`src/rtl/pd_power_ctrl_if.sv`:
```
// Signal bundle between the PMU/power-switch side and the power-domain sequencer.
// The master drives requests and the switch acknowledge; the slave drives the domain controls.
interface pd_power_ctrl_if;
    logic       pwr_up_req;
    logic       pwr_down_req;
    logic       psw_ack;
    logic       pwr_on;
    logic       iso_en;
    logic       save;
    logic       restore;
    logic       dom_rst_n;
    logic [2:0] state;
    logic       busy;
    logic       done;
    logic       timeout_err;

    modport master (
        output pwr_up_req, pwr_down_req, psw_ack,
        input  pwr_on, iso_en, save, restore, dom_rst_n, state, busy, done, timeout_err
    );

    modport slave (
        input  pwr_up_req, pwr_down_req, psw_ack,
        output pwr_on, iso_en, save, restore, dom_rst_n, state, busy, done, timeout_err
    );
endinterface

```
`src/rtl/pd_power_ctrl.sv`:
```
// Power-domain sequencer: orders isolation, retention save/restore, switch enable and
// domain reset for one switchable domain, with a shared timeout on the switch acknowledge.
module pd_power_ctrl #(
    parameter int ISO_DLY     = 2,
    parameter int RST_DLY     = 3,
    parameter int PSW_TIMEOUT = 8
) (
    input  logic           clk,
    input  logic           rst_n,
    pd_power_ctrl_if.slave bus
);
    localparam int MAX_A   = (ISO_DLY > RST_DLY) ? ISO_DLY : RST_DLY;
    localparam int MAX_DLY = (MAX_A > PSW_TIMEOUT) ? MAX_A : PSW_TIMEOUT;
    localparam int CNT_W   = $clog2(MAX_DLY) + 1;

    // Counter counts down to zero, so a phase lasting N cycles is loaded with N-1.
    localparam logic [CNT_W-1:0] ISO_LD = CNT_W'(ISO_DLY - 1);
    localparam logic [CNT_W-1:0] RST_LD = CNT_W'(RST_DLY - 1);
    localparam logic [CNT_W-1:0] TO_LD  = CNT_W'(PSW_TIMEOUT - 1);

    typedef enum logic [2:0] {
        S_ON      = 3'd0,
        S_ISO     = 3'd1,
        S_SAVE    = 3'd2,
        S_PD      = 3'd3,
        S_OFF     = 3'd4,
        S_PU      = 3'd5,
        S_RST     = 3'd6,
        S_RESTORE = 3'd7
    } state_e;

    state_e           state_q, state_d;
    logic [CNT_W-1:0] cnt_q, cnt_d;
    logic             terr_q, terr_d;
    logic             pwr_on_q, pwr_on_d;
    logic             iso_en_q, iso_en_d;
    logic             dom_rst_n_q, dom_rst_n_d;
    logic             save_q, save_d;
    logic             restore_q, restore_d;
    logic             busy_q, busy_d;
    logic             done_q, done_d;
    logic             cnt_zero;

    assign cnt_zero = (cnt_q == '0);

    always_comb begin
        // NOTE: every signal assigned here gets a default first so no path can infer a latch.
        state_d = state_q;
        cnt_d   = cnt_q;
        terr_d  = terr_q;

        unique case (state_q)
            S_ON: begin
                if (bus.pwr_down_req) begin
                    state_d = S_ISO;
                    cnt_d   = ISO_LD;
                    terr_d  = 1'b0;
                end
            end
            S_ISO: begin
                if (cnt_zero) state_d = S_SAVE;
                else          cnt_d   = cnt_q - CNT_W'(1);
            end
            S_SAVE: begin
                state_d = S_PD;
                cnt_d   = TO_LD;
            end
            S_PD: begin
                if (!bus.psw_ack) begin
                    state_d = S_OFF;
                end else if (cnt_zero) begin
                    state_d = S_OFF;
                    terr_d  = 1'b1;
                end else begin
                    cnt_d = cnt_q - CNT_W'(1);
                end
            end
            S_OFF: begin
                if (bus.pwr_up_req) begin
                    state_d = S_PU;
                    cnt_d   = TO_LD;
                    terr_d  = 1'b0;
                end
            end
            S_PU: begin
                if (bus.psw_ack) begin
                    state_d = S_RST;
                    cnt_d   = RST_LD;
                end else if (cnt_zero) begin
                    // Rail never came up: switch it off again and settle in OFF.
                    state_d = S_PD;
                    cnt_d   = TO_LD;
                    terr_d  = 1'b1;
                end else begin
                    cnt_d = cnt_q - CNT_W'(1);
                end
            end
            S_RST: begin
                if (cnt_zero) state_d = S_RESTORE;
                else          cnt_d   = cnt_q - CNT_W'(1);
            end
            S_RESTORE: state_d = S_ON;
            default:   state_d = S_OFF;
        endcase

        // Outputs decode the next state so they register on the same edge as the state.
        {pwr_on_d, iso_en_d, dom_rst_n_d, save_d, restore_d} = 5'b01000;
        unique case (state_d)
            S_ON:      {pwr_on_d, iso_en_d, dom_rst_n_d, save_d, restore_d} = 5'b10100;
            S_ISO:     {pwr_on_d, iso_en_d, dom_rst_n_d, save_d, restore_d} = 5'b11100;
            S_SAVE:    {pwr_on_d, iso_en_d, dom_rst_n_d, save_d, restore_d} = 5'b11110;
            S_PU,
            S_RST:     {pwr_on_d, iso_en_d, dom_rst_n_d, save_d, restore_d} = 5'b11000;
            S_RESTORE: {pwr_on_d, iso_en_d, dom_rst_n_d, save_d, restore_d} = 5'b11101;
            default:   {pwr_on_d, iso_en_d, dom_rst_n_d, save_d, restore_d} = 5'b01000;
        endcase

        busy_d = (state_d != S_ON) && (state_d != S_OFF);
        done_d = (state_d != state_q) && !busy_d;
    end

    always_ff @(posedge clk or negedge rst_n) begin
        if (!rst_n) begin
            state_q     <= S_OFF;
            cnt_q       <= '0;
            terr_q      <= 1'b0;
            pwr_on_q    <= 1'b0;
            iso_en_q    <= 1'b1;
            dom_rst_n_q <= 1'b0;
            save_q      <= 1'b0;
            restore_q   <= 1'b0;
            busy_q      <= 1'b0;
            done_q      <= 1'b0;
        end else begin
            // NOTE: non-blocking assignments so every register samples pre-edge values.
            state_q     <= state_d;
            cnt_q       <= cnt_d;
            terr_q      <= terr_d;
            pwr_on_q    <= pwr_on_d;
            iso_en_q    <= iso_en_d;
            dom_rst_n_q <= dom_rst_n_d;
            save_q      <= save_d;
            restore_q   <= restore_d;
            busy_q      <= busy_d;
            done_q      <= done_d;
        end
    end

    assign bus.state       = state_q;
    assign bus.pwr_on      = pwr_on_q;
    assign bus.iso_en      = iso_en_q;
    assign bus.dom_rst_n   = dom_rst_n_q;
    assign bus.save        = save_q;
    assign bus.restore     = restore_q;
    assign bus.busy        = busy_q;
    assign bus.done        = done_q;
    assign bus.timeout_err = timeout_err_w();

    function automatic logic timeout_err_w();
        return terr_q;
    endfunction
endmodule

```
`src/flat_wrapper.sv`:
```
// flat-port wrapper written by rule: the top's interface ports become plain ports
module pd_power_ctrl_flat 
#(
    parameter int ISO_DLY     = 2,
    parameter int RST_DLY     = 3,
    parameter int PSW_TIMEOUT = 8
)
  (clk, rst_n, bus_pwr_up_req, bus_pwr_down_req, bus_psw_ack, bus_pwr_on, bus_iso_en, bus_save, bus_restore, bus_dom_rst_n, bus_state, bus_busy, bus_done, bus_timeout_err);
  pd_power_ctrl_if bus_i ();
  input  logic clk;
  input  logic rst_n;
  input wire logic [$bits(bus_i.pwr_up_req)-1:0] bus_pwr_up_req;
  input wire logic [$bits(bus_i.pwr_down_req)-1:0] bus_pwr_down_req;
  input wire logic [$bits(bus_i.psw_ack)-1:0] bus_psw_ack;
  output wire logic [$bits(bus_i.pwr_on)-1:0] bus_pwr_on;
  output wire logic [$bits(bus_i.iso_en)-1:0] bus_iso_en;
  output wire logic [$bits(bus_i.save)-1:0] bus_save;
  output wire logic [$bits(bus_i.restore)-1:0] bus_restore;
  output wire logic [$bits(bus_i.dom_rst_n)-1:0] bus_dom_rst_n;
  output wire logic [$bits(bus_i.state)-1:0] bus_state;
  output wire logic [$bits(bus_i.busy)-1:0] bus_busy;
  output wire logic [$bits(bus_i.done)-1:0] bus_done;
  output wire logic [$bits(bus_i.timeout_err)-1:0] bus_timeout_err;
  assign bus_i.pwr_up_req = bus_pwr_up_req;
  assign bus_i.pwr_down_req = bus_pwr_down_req;
  assign bus_i.psw_ack = bus_psw_ack;
  assign bus_pwr_on = bus_i.pwr_on;
  assign bus_iso_en = bus_i.iso_en;
  assign bus_save = bus_i.save;
  assign bus_restore = bus_i.restore;
  assign bus_dom_rst_n = bus_i.dom_rst_n;
  assign bus_state = bus_i.state;
  assign bus_busy = bus_i.busy;
  assign bus_done = bus_i.done;
  assign bus_timeout_err = bus_i.timeout_err;
  pd_power_ctrl #(.ISO_DLY(ISO_DLY), .RST_DLY(RST_DLY), .PSW_TIMEOUT(PSW_TIMEOUT)) u_core (.clk(clk), .rst_n(rst_n), .bus(bus_i));
endmodule
```
`config.mk`:
```
export PLATFORM = sky130hd
export DESIGN_NAME = pd_power_ctrl_flat
export DESIGN_NICKNAME = d
export VERILOG_FILES = /design/src/rtl/pd_power_ctrl_if.sv /design/src/rtl/pd_power_ctrl.sv /design/src/flat_wrapper.sv
export SDC_FILE = /design/constraint.sdc
export NUM_CORES = 1
export LEC_CHECK = 0
export BUFFER_PORTS_ARGS = -buffer_cell sky130_fd_sc_hd__buf_2
export CAP_MARGIN = 15
export CELL_PAD_IN_SITES_DETAIL_PLACEMENT = 2
export CELL_PAD_IN_SITES_GLOBAL_PLACEMENT = 2
export CORE_MARGIN = 1
export CORE_UTILIZATION = 33
export DETAILED_ROUTE_END_ITERATION = 10
export MAX_ROUTING_LAYER = met4
export PLACE_DENSITY_LB_ADDON = 0.12
export SYNTH_ARGS = -nofsm -noshare
export SYNTH_HDL_FRONTEND = slang
export SYNTH_SLANG_ARGS = --single-unit
```
`constraint.sdc`:
```
create_clock -name clk -period 2.4 [get_ports clk]
set_clock_uncertainty 0.1 [all_clocks]
set_input_delay 0.48 -clock clk [delete_from_list [all_inputs] [get_ports clk]]
set_output_delay 0.48 -clock clk [all_outputs]
set_load 0.03 [all_outputs]
```
; Word level (Yosys, flattened, before mapping)
; Index checks and enable logic that the tools add are counted.
; W data, S select, Z words.
[word_totals]
regBits = 15
inputBits = 5
out_inout_bits = 11
wordCells = 70
[op_classes]
n_addsub = 1
eq_ne = 18
muxes = 27
n_reduce_logical = 14
[ops]
columns = cell, count
row1 = $mux W3, 8
row2 = $mux W4, 6
row3 = $pmux W3 S8, 1
row4 = $pmux W4 S6, 1
row5 = $eq A3 B3 Y1 const B, 7
row6 = $mux W1, 10
row7 = $eq A3 B2 Y1 const B, 3
row8 = $ne A2 B2 Y1 const B, 4
row9 = $eq A3 B1 Y1 const B, 2
row10 = $logic_not A3 Y1, 2
row11 = $reduce_bool A6 Y1, 1
row12 = $reduce_or A6 Y1, 1
row13 = $reduce_and A5 Y1, 1
row14 = $logic_not A4 Y1, 1
row15 = $pmux W1 S4, 1
row16 = $reduce_and A4 Y1, 1
row17 = $reduce_bool A4 Y1, 1
row18 = $reduce_or A4 Y1, 1
row19 = $sub A4 B1 Y4 const B, 1
row20 = $ne A3 B3 Y1, 1
row21 = $ne A3 B3 Y1 const B, 1
row22 = $reduce_bool A3 Y1, 1
row23 = $logic_and A1 B1 Y1, 2
row24 = $reduce_or A2 Y1, 1
row25 = $logic_not A1 Y1, 1

; Depth between registers and ports, before layout
[logic_depth]
depth_word = 8
ltp_mapped = 6
mapped_depth_nobuf = 6

; Worst setup path before layout
; No wires, ideal clock.
[synth_path]
path_kind = reg-to-reg
from = register u_core.cnt_q[0]
to = register u_core.cnt_q[0]
setup_ns = 0.094
arrival_time_ns = 1.601
t_required_ns = 2.206
slack_ns = 0.605
stages_incl_launch_ff = 7
path_buffers = 0
period_less_slack_ns = 1.795
cell_sequence = dfrtp_1 > inv_1 > ha_1 > nor3b_4 > a22oi_1 > o2111a_1 > a221oi_2
[synth_via]
elab_chain_cells = 4
word_cells_on_any_way = 7
classes_between = add/sub (1) / mux (5) / reduce/logical (1)
[synth_rtl]
columns = item, line_no
row1 = "start, declared", pd_power_ctrl.sv:33  ; logic [CNT_W-1:0] cnt_q, cnt_d;
row2 = "start signal, assigned", pd_power_ctrl.sv:137  ; cnt_q <= cnt_d;
row3 = $sub A4 B1 Y4 / $logic_not A4 Y1 (equally long branches), -
row4 = $mux W4 (on tied branches), -
row5 = $mux W4 (on tied branches), "pd_power_ctrl.sv:86, pd_power_ctrl.sv:69"
row6 = $pmux W4 S6 *, pd_power_ctrl.sv:52  ; unique case (state_q)
; Every way passes the cells marked *; elsewhere a longest branch is shown, timed or not. The select of a mux whose other input is x is not followed.
; A chain may end at the register's enable or synchronous reset.

; Final worst setup path
[layout_path]
from = register u_core.cnt_q[0]
to = register u_core.cnt_q[1]
; Same word-level chain as after synthesis.

==> results.toml <==
[critical_path]
start_kind = "flop"
cpMaxStageDelayCell = "nor3b_4"
endpoint_kind = "flop"
r2r-start = "u_core.cnt_q[0]"
r2r_end = "u_core.cnt_q[1]"
rrSetupSlack_ns = 0.32
slowest_delay_ns = 0.46
crit_type = "reg -> reg"
cp_top_family = "compound AO/OA/AOI/OAI gates"
path_cells = "inv_1 > ha_1 > nor3b_4 > a22oi_1 > o211ai_2 > o2bb2ai_1"
path_buf_inv = 1
reg2regPathDepth = 6
worstPathArrival_ns = 2.20
cp.required_ns = 2.52
critPathMaxFanout = 10

[clock_network]
cts_buffer_depth = 2
numCtsBuffers = 3
path_clk_slew_ns = 0.10
htree_levels = 1
clock_sinks = 15
cts_setup_buffers = 0
post_cts_resized = 0
cts_tree = "built"
cts_hold_buffers = 1
root_buffer = "clkbuf_4"
clkLatencyLatePin_ns = 0.29

[sta]
tightest_slew_ns = 0.513
min_period_ns = 2.08
maxSlewHeadroom_pct = 65.8
slew_viol_final = 0
finalCritPeriodShare_pct = 86.6
hold_slack_ns = 0.455
tns_ns = 0
rsz0062_at_grt = "no"
final_hold_viol_count = 0
max_freq_mhz = 481
report.final.setup_viol = 0

[routing]
drt_iter0_drc = 13
vias_per_cell = 5.57
drt_pass1_iterations = 4
final_antenna_net_count = 0
post_drt_wl_per_cell_um = 18.3
vias = 797
drt_wl_total_um = 2620
drc = 0

[final_layout]
fin_util_pct = 40.5
design_area_mm2 = 0.00104
areaGrowthSynthToFinish_pct = 12.9
n_antenna_cell = 0
nets = 120
drive_gt1_share_pct = 23.9

[grt]
grtUsageTotal_pct = 22.8
grt_pass1_vias = 879
grt_overflow = 0
antenna_found_initial = 0
grt_pass1_wl_um = 4430
grt_max_degree = 23

[floorplanning]
die-area_mm2 = 0.00301
rows = 18
pin_count = 16
die_w_um = 54.9
start_util_pct = 35.9
core-area_mm2 = 0.00257
dieHeight_um = 54.9

[min_path]
holdCritStartpoint = "bus_pwr_down_req"
min_to = "u_core.bus.iso_en"
worstHoldPathCells = 3
hold_path_class = "in -> reg"

[logic_synthesis]
synthTopCellsByArea = "dfrtp_1 (35%), o21ai_0 (6.5%), dfstp_2 (5.7%)"
ys_seq_area_share_pct = 41.0
synth_top_area_share_pct = 35.3
synth_cells = 99
syn_nets = 105
ys_ff_latch = 15
ys.warnings.count = 0
synth.avg_cell_area_um2 = 9.31
synth_area_leader_cell = "dfrtp_1"
syn_area_um2 = 922
ys_types = 38

[placement]
place_hpwl_um = 1850
io_buffers = 15
globalplace.congestion = 0.826
place_area_mm2 = 0.00100

[power_and_ir_drop]
p_leak_uw = 0.000461
p_per_area_mw_per_mm2 = 1490
peakVddDrop_uv = 646
fin_total_pwr_uw = 1550

[job]
drv_cap = 0

[status]
status = "complete, no violations"
[sequential cells by signal, indices dropped and copies added, names as in the netlist]
signal	cells
u_core.bus.busy	1
u_core.bus.save	1
u_core.bus.done	1
u_core.bus.timeout_err	1
u_core.cnt_q	4
u_core.bus.iso_en	1
u_core.bus.pwr_on	1
u_core.bus.state	3
u_core.bus.dom_rst_n	1
u_core.bus.restore	1
[worst max-delay path by stage]
stage | startpoint | end | slack, ns | cells past startpoint
floorplan | u_core.cnt_q[0] | u_core.cnt_q[0] | 0.61 | 6
global placement | u_core.bus.state[2] | u_core.cnt_q[0] | 0.42 | 4
detailed placement | u_core.cnt_q[0] | u_core.cnt_q[2] | 0.33 | 6
CTS | u_core.cnt_q[0] | u_core.cnt_q[0] | 0.32 | 6
global route | u_core.cnt_q[0] | u_core.cnt_q[2] | 0.12 | 6
finish | u_core.cnt_q[0] | u_core.cnt_q[1] | 0.32 | 6
[routing by layer]
metal  vias to the layer above  global-route usage, %  routed length (um)
li1                        393                      -                   -
met1                       386                   28.3                1290
met2                        16                   35.5                1220
met3                         2                   4.17                  81
met4                         0                   10.3                  26
met5                         -                      -                   0
[worst register-to-register path, stage by stage, from the launching register on]
cell,delay [ns]
dfrtp_1,0.42
inv_1,0.13
ha_1,0.25
nor3b_4,0.46
a22oi_1,0.20
o211ai_2,0.29
o2bb2ai_1,0.15
[area by class of cell]
| cell class | count | area, um2 |
|---|---|---|
| clock inverters | 1 | 5.00 |
| inverters | 4 | 15.0 |
| repair buffers | 17 | 92.6 |
| clock buffers | 3 | 22.5 |
| flip-flops and latches | 15 | 378 |
| well taps | 30 | 37.5 |
| multi-input cells | 73 | 490 |
| fillers | 309 | 1530 |
[placed cells by master, fill, tap and decap left out, types with 2 or more instances in the layout]
| cell | instances |
|---|---|
| buf_2 | 15 |
| dfrtp_1 | 13 |
| o21ai_0 | 12 |
| nor2_1 | 8 |
| nand2_1 | 6 |
| inv_1 | 4 |
| nor3_1 | 4 |
| nor2b_1 | 3 |
| a21oi_1 | 3 |
| and2_1 | 3 |
| a22oi_1 | 3 |
| clkbuf_4 | 3 |
| nand2b_1 | 2 |
| a21o_1 | 2 |
| a211oi_1 | 2 |
| o31ai_1 | 2 |
| o2bb2ai_1 | 2 |
| o211ai_1 | 2 |
| mux2i_1 | 2 |
| dfstp_2 | 2 |
[synth_stat cells]
library cell  instances
nor3b_4               1
a22oi_1               3
nand2b_1              2
nand4bb_1             1
nor2b_1               3
buf_2                 4
a211o_1               1
xnor2_1               1
o211a_1               1
or2_2                 1
clkbuf_1              2
mux2i_1               2
a21o_1                2
o2111a_1              1
dfstp_2               2
a211oi_1              2
o21ai_0              12
and2_1                3
nor3_1                4
a31oi_1               1
o211ai_2              1
a32o_1                1
dfrtp_1              13
buf_6                 1
nand2_1               6
o211ai_1              2
or4_1                 1
a21oi_1               3
ha_1                  1
nor4b_1               1
o2bb2ai_1             2
o21ai_2               1
inv_1                 4
a221oi_2              1
nor2_1                8
o21a_1                1
or3b_1                1
o31ai_1               2
[where the power goes]
part | internal (uW) | switching, uW
clock network | 62.1 | 90.6
logic | 331 | 522
registers | 367 | 182
[cells by family after synthesis]
kind of cell | synth area share (%)
XOR/XNOR | 0.950
AO/OA/AOI/OAI | 28.8
adder cells (fa/ha/maj) | 1.36
multiplexers | 2.17
flip-flops | 41.0
buffers and inverters | 5.83
AND/OR/NAND/NOR | 19.9
[per-stage QoR]
step,cells,worst slack [ns]
global route,143,0.117
global placement,138,0.420
floorplan,99,0.605
finish,143,0.322
CTS,143,0.321
detailed placement,138,0.330
(Power assumes the default switching activity.)
